File: src/rtl/ins_fetch.sv
// Instruction fetch: PC register, one/two-word instruction capture FSM, decode of IR fields.
// Latency: captures, PC updates and the illegal/wrap pulses appear one clock after the controlling edge.
// Backpressure: none; the control FSM strobes CS_* and IF_jmp, and this block acts on them every cycle.
module ins_fetch #(
  parameter int              PC_W     = 8,
  parameter logic [PC_W-1:0] RESET_PC = '0
) (
  input  logic            clk,
  input  logic            rst,
  input  logic            CS_Ins_load,
  input  logic            CS_PC_load,
  input  logic            CS_PC_inc,
  input  logic            IF_jmp,
  input  logic [PC_W-1:0] IF_jmp_addr,
  input  logic [15:0]     IF_rom_data,
  output logic [PC_W-1:0] IF_rom_addr,
  output logic [3:0]      IF_opcode,
  output logic [2:0]      IF_rd,
  output logic [2:0]      IF_rs,
  output logic [15:0]     IF_imm,
  output logic            IF_imm_valid,
  output logic            IF_two_word,
  output logic [PC_W-1:0] IF_pc_saved,
  output logic            IF_illegal,
  output logic            IF_wrap
);

  typedef enum logic {
    WORD1 = 1'b0,  // next capture is an opcode word
    WORD2 = 1'b1   // next capture is the immediate/address word
  } word_state_e;

  word_state_e     state_q, state_d;
  logic [PC_W-1:0] pc_q, pc_d;
  logic [PC_W-1:0] pc_saved_q, pc_saved_d;
  // The low six IR bits feed no decoded field, so only IR[15:6] is kept.
  logic [15:6]     ir_q, ir_d;
  logic [15:0]     imm_q, imm_d;
  logic            imm_vld_q, imm_vld_d;
  logic            illegal_q, illegal_d;
  logic            wrap_q, wrap_d;
  logic            rom_two_word;

  // MVI (1100) and LDA (1101) carry a second word.
  assign rom_two_word = (IF_rom_data[15:13] == 3'b110);

  // PC next-state: jump beats increment; wrap flagged when incrementing from all-ones.
  always_comb begin
    pc_d       = pc_q;
    wrap_d     = 1'b0;
    pc_saved_d = pc_saved_q;
    if (IF_jmp) begin
      pc_d = IF_jmp_addr;
    end else if (CS_PC_inc) begin
      pc_d   = pc_q + PC_W'(1);
      wrap_d = &pc_q;
    end
    // Saved PC always takes the value before this cycle's update.
    if (CS_PC_load) begin
      pc_saved_d = pc_q;
    end
  end

  // Word FSM next-state and capture logic; a jump realigns to WORD1 after any same-cycle capture.
  always_comb begin
    state_d   = state_q;
    ir_d      = ir_q;
    imm_d     = imm_q;
    imm_vld_d = imm_vld_q;
    illegal_d = 1'b0;
    if (CS_Ins_load) begin
      if (state_q == WORD1) begin
        ir_d      = IF_rom_data[15:6];
        imm_vld_d = 1'b0;
        illegal_d = (IF_rom_data[15:13] == 3'b111);
        state_d   = rom_two_word ? WORD2 : WORD1;
      end else begin
        imm_d     = IF_rom_data;
        imm_vld_d = 1'b1;
        state_d   = WORD1;
      end
    end
    if (IF_jmp) begin
      state_d = WORD1;
      if (!CS_Ins_load) begin
        imm_vld_d = 1'b0;
      end
    end
  end

  // State registers with synchronous reset; reset discards any pending immediate.
  always_ff @(posedge clk) begin
    if (rst) begin
      state_q    <= WORD1;
      pc_q       <= RESET_PC;
      pc_saved_q <= '0;
      ir_q       <= '0;
      imm_q      <= '0;
      imm_vld_q  <= 1'b0;
      illegal_q  <= 1'b0;
      wrap_q     <= 1'b0;
    end else begin
      state_q    <= state_d;
      pc_q       <= pc_d;
      pc_saved_q <= pc_saved_d;
      ir_q       <= ir_d;
      imm_q      <= imm_d;
      imm_vld_q  <= imm_vld_d;
      illegal_q  <= illegal_d;
      wrap_q     <= wrap_d;
    end
  end

  assign IF_rom_addr  = pc_q;
  assign IF_opcode    = ir_q[15:12];
  assign IF_rd        = ir_q[11:9];
  assign IF_rs        = ir_q[8:6];
  assign IF_imm       = imm_q;
  assign IF_imm_valid = imm_vld_q;
  assign IF_two_word  = (ir_q[15:13] == 3'b110);
  assign IF_pc_saved  = pc_saved_q;
  assign IF_illegal   = illegal_q;
  assign IF_wrap      = wrap_q;

endmodule

File: config.mk
export PLATFORM = sky130hd
export DESIGN_NAME = ins_fetch
export DESIGN_NICKNAME = d
export VERILOG_FILES = /design/src/rtl/ins_fetch.sv
export SDC_FILE = /design/constraint.sdc
export NUM_CORES = 1
export LEC_CHECK = 0
export CAP_MARGIN = 10
export CORE_MARGIN = 3
export CORE_UTILIZATION = 45
export CTS_CLUSTER_SIZE = 24
export DETAILED_ROUTE_END_ITERATION = 7
export PLACE_DENSITY = 0.89
export SYNTH_ARGS = -nofsm -noshare
export SYNTH_HDL_FRONTEND = slang
export SYNTH_SLANG_ARGS = --single-unit
File: constraint.sdc
create_clock -name clk -period 2.3 [get_ports clk]
set_input_delay 0.575 -clock clk [delete_from_list [all_inputs] [get_ports clk]]
set_output_delay 0.575 -clock clk [all_outputs]
set_load 0.05 [all_outputs]
==> run summary <==
After detailed placement, the design holds a cell count of 328. For this design the ratio of total power to cell area is 603 nW/um^2. The area share of the largest cell type after synthesis came out at 52.2%. Routability-driven placement finished with a final weighted congestion of 0.801. The maximum clock insertion buffer count came out at 2. Among all flip-flop cells after synthesis, the most frequent one is dfxtp_1. In this run the most critical hold path is launched from ir_q[11]$_SDFFE_PP0P_. The compound-cell area share of the yosys netlist came out at 13.0%. The detailed-route DRC error count came out at 0.

The detailed-placement wirelength estimate is 3140 um. The number of antenna violations at the first check in global routing is 0. The worst setup path is launched from a register. The leakage power summed over all cells came out at 0.969 nW. By instance count, the leading cell after synthesis is nand2_1. The number of diodes came out at 0. The area occupied by multi-input gates came out at 768 um^2.

The count of pins over their slew limit was 0. The tightest min-delay check is of the register to register type. The number of nets handed over by synthesis was 241. After synthesis, the most frequently instantiated cells are nand2_1 (59), dfxtp_1 (46), a21oi_1 (30). The maximum cell stage delay along the critical path is 0.86 ns. The top cell family by delay on the critical path is buffers and inverters. The share of flip-flops with an asynchronous set or reset is 0%.

The per-cell via count in the routed design came out at 4.97. The slowest stage of the critical path is the clkdlybuf4s50_1 cell. Static timing analysis puts the maximum clock frequency at 461 MHz. The internal reg-to-reg setup slack came out at 0.77 ns. The clock skew is 0.00258 ns. The pin slew with the least headroom to its limit is 0.563 ns.

The number of synthesis warnings is 0. Buffers added to address setup during post-CTS repair amount to 0. The cell area after synthesis is 1770 um^2. The worst slack at placement is 0.230 ns. 76 I/O pins were placed. Setup repair after global routing left no endpoint under its margin. Each instance of the synthesized netlist takes up on average 8.41 um^2.

The peak supply drop is 0.294 mV. The setup TNS came out at 0 ns. The total congestion overflow came out at 0. By area the synthesized netlist is led by dfxtp_1 (52%), nand2_1 (13%), a21oi_1 (8.5%), mux2i_1 (4.5%), nor2_1 (3.0%). The total of fill cells in the finished design came out at 305. In this run the core area contains 22 standard-cell rows.

The global-route wire length before repair came out at 6730 um. The core area came out at 3720 um^2. The die extent in y came out at 68.6 um. Counting flops with a built-in enable in the synthesized netlist gives 0. The count of buffers added on input and output ports is 75.

The number of standard cells in the final layout excluding fillers is 335. The fraction of layout cells with a size suffix above 1 came out at 5.23%. The die outline width came out at 68.6 um. The count of nets left with antenna violations once routing finished came out at 0.

At the worst endpoint, the required time is 1.73 ns. The synthesized instance count came out at 210. The count of final setup violators came out at 0. The flow ran to the end, and the final reports show no timing, DRC or antenna violations. The post-layout total power came out at 1.60 mW. The detailed router finished its first iteration with 106 violations. The portion of netlist area occupied by mux cells came out at 5.17%.

By area, the combinational part of the netlist is dominated by simple AND/OR/NAND/NOR gates. The critical path data arrival time came out at 1.59 ns. Once the floorplan was initialized, standard cells occupied 47.5% of the core.

The final hold violation count came to 0. The launching element of the worst setup path is IF_rom_addr[6]$_SDFFE_PP0P_. The signal on the critical path passes through clkdlybuf4s50_1. The post-synthesis register bit count came out at 46. The pin count of the biggest net entering global routing came out at 47. TritonCTS created 5 clock buffers.

Across the whole layout, storage elements account for 921 um^2. The count of cells resized by post-cts repair is 0. The CTS clock-pin slew for the worst setup and hold paths is 0.08 ns. Summing over every cut layer, the via total after detailed routing is 1665. The number of global-route vias before repair is 1465. The adder and majority gate portion of the synthesized area is 0.709%.

The highest fanout seen on the critical path came out at 6. At the end of the flow, the number of nets in the layout was 318. The clock drives 46 sinks. TritonCTS built the clock tree. The full die area came out at 4710 um^2.

The worst setup slack after layout is 0.132 ns. CTS placed an instance of clkbuf_8 at the clock tree root. The post-synthesis xor/xnor area fraction is 1.98%. The final layout contains routed wiring with a total length of 4430 um. The max-cap violation count is 0. The clock insertion delay at the later pin of the skew report is 0.29 ns.

The layout overhead on the synthesized area came out at 50.2%. The number of buffers and inverters on the critical path is 1. The post-detailed-route wirelength per cell came out at 13.2 um. The headroom to the max-slew limit is 62.4%. The final critical-path required period is 2.17 ns. The post-cts hold buffer count is 0. The first detailed-routing pass took 4 iterations.

The global routing usage summed across all routing layers is 19.2%. The sequential-to-total area share from yosys stat came out at 52.2%. The worst setup path category is register to output pin.

The reg-to-reg startpoint is IF_rom_addr[0]$_SDFFE_PP0P_. The simple-gate share of the synthesized area is 22.6%. Of all cell types, the one taking the most synthesized area is dfxtp_1. The fraction of the cycle the final worst path needs is 94.3%. The number of different library cells in the post-synthesis netlist is 34. The number of levels in the clock H-tree is 2.

The worst setup path is captured at an output pin.
-- stage by stage --
step / util, % / cell area, um^2 / hold WS (ns)
after floorplan: - / 1770 / 0.532
after global placement: 69.3 / 2570 / 0.442
after detailed placement: 69.3 / 2570 / 0.448
after CTS: 71.3 / 2650 / 0.458
after global routing: 71.3 / 2650 / 0.476
final: 71.3 / 2650 / 0.454
-- cell usage in the layout (no fill, tap or decap), types with 2 or more instances in the layout --
cell type / Yosys / routed
mux2i_1: 8 / 8
clkbuf_1: 9 / 2
dfxtp_1: 46 / 46
nand4_1: 3 / 3
a21oi_1: 30 / 30
inv_1: 2 / 2
nand3_1: 5 / 5
xor2_1: 4 / 4
nor3b_1: 2 / 2
nor3_1: 2 / 2
or3_1: 2 / 2
a211oi_1: 3 / 3
nand2_1: 59 / 59
clkbuf_8: 0 / 5
o21ai_0: 2 / 2
clkdlybuf4s50_1: 0 / 75
buf_4: 1 / 9
nor2_1: 14 / 14
-- routing by layer --
layer | GRT usage [%] | share of wire (%) | vias to the layer above
li1 | - | - | 855
met1 | 24.7 | 47 | 765
met2 | 30.9 | 47 | 40
met3 | 4.21 | 4.9 | 5
met4 | 7.94 | 1.4 | 0
met5 | 0 | 0 | -
-- cell type report --
cell class | count | area share (%)
clock buffer | 7 | 2.88
timing repair buffer | 84 | 30.9
inverter | 2 | 0.283
sequential | 46 | 34.7
tap | 48 | 2.27
multi-input combinational | 148 | 29.0
-- power by group --
group | switching (mW) | internal [mW] | total, mW | leakage [nW]
Clock | 0.243 | 0.209 | 0.452 | 0.0383
Sequential | 0.0211 | 0.823 | 0.844 | 0.375
Combinational | 0.176 | 0.127 | 0.303 | 0.556
-- worst paths after layout --
| path | end | cells past startpoint |
|---|---|---|
| worst min-delay path | ir_q[11]$_SDFFE_PP0P_ | 2 |
| worst max-delay path | IF_rom_addr[6] | 1 |
| worst min register to register | ir_q[11]$_SDFFE_PP0P_ | 2 |
| worst max register to register | IF_rom_addr[6]$_SDFFE_PP0P_ | 5 |
-- logic make-up after synthesis --
family	count (synthesis)
and+or+nand+nor	93
adders and majority gates	1
DFF	46
muxes	9
buffers and inverters	16
AOI/OAI and AO/OA	41
xor gates and xnor gates	4
-- worst register-to-register path: cells and delay by family (launching register included) --
kind,cells,cell delay (ns)
simple gates,2,0.47
flops,1,0.37
compound gates,1,0.24
fa+ha+maj,1,0.21
buf+inv,1,0.16
-- registers in the layout, indices dropped and copies added, names as in the netlist, named ones only --
| signal | count |
|---|---|
| IF_pc_saved | 8 |
| ir_q | 10 |
| IF_illegal | 1 |
| IF_wrap | 1 |
| IF_imm | 16 |
| state_q | 1 |
| IF_rom_addr | 8 |
(Power assumes the default switching activity.)
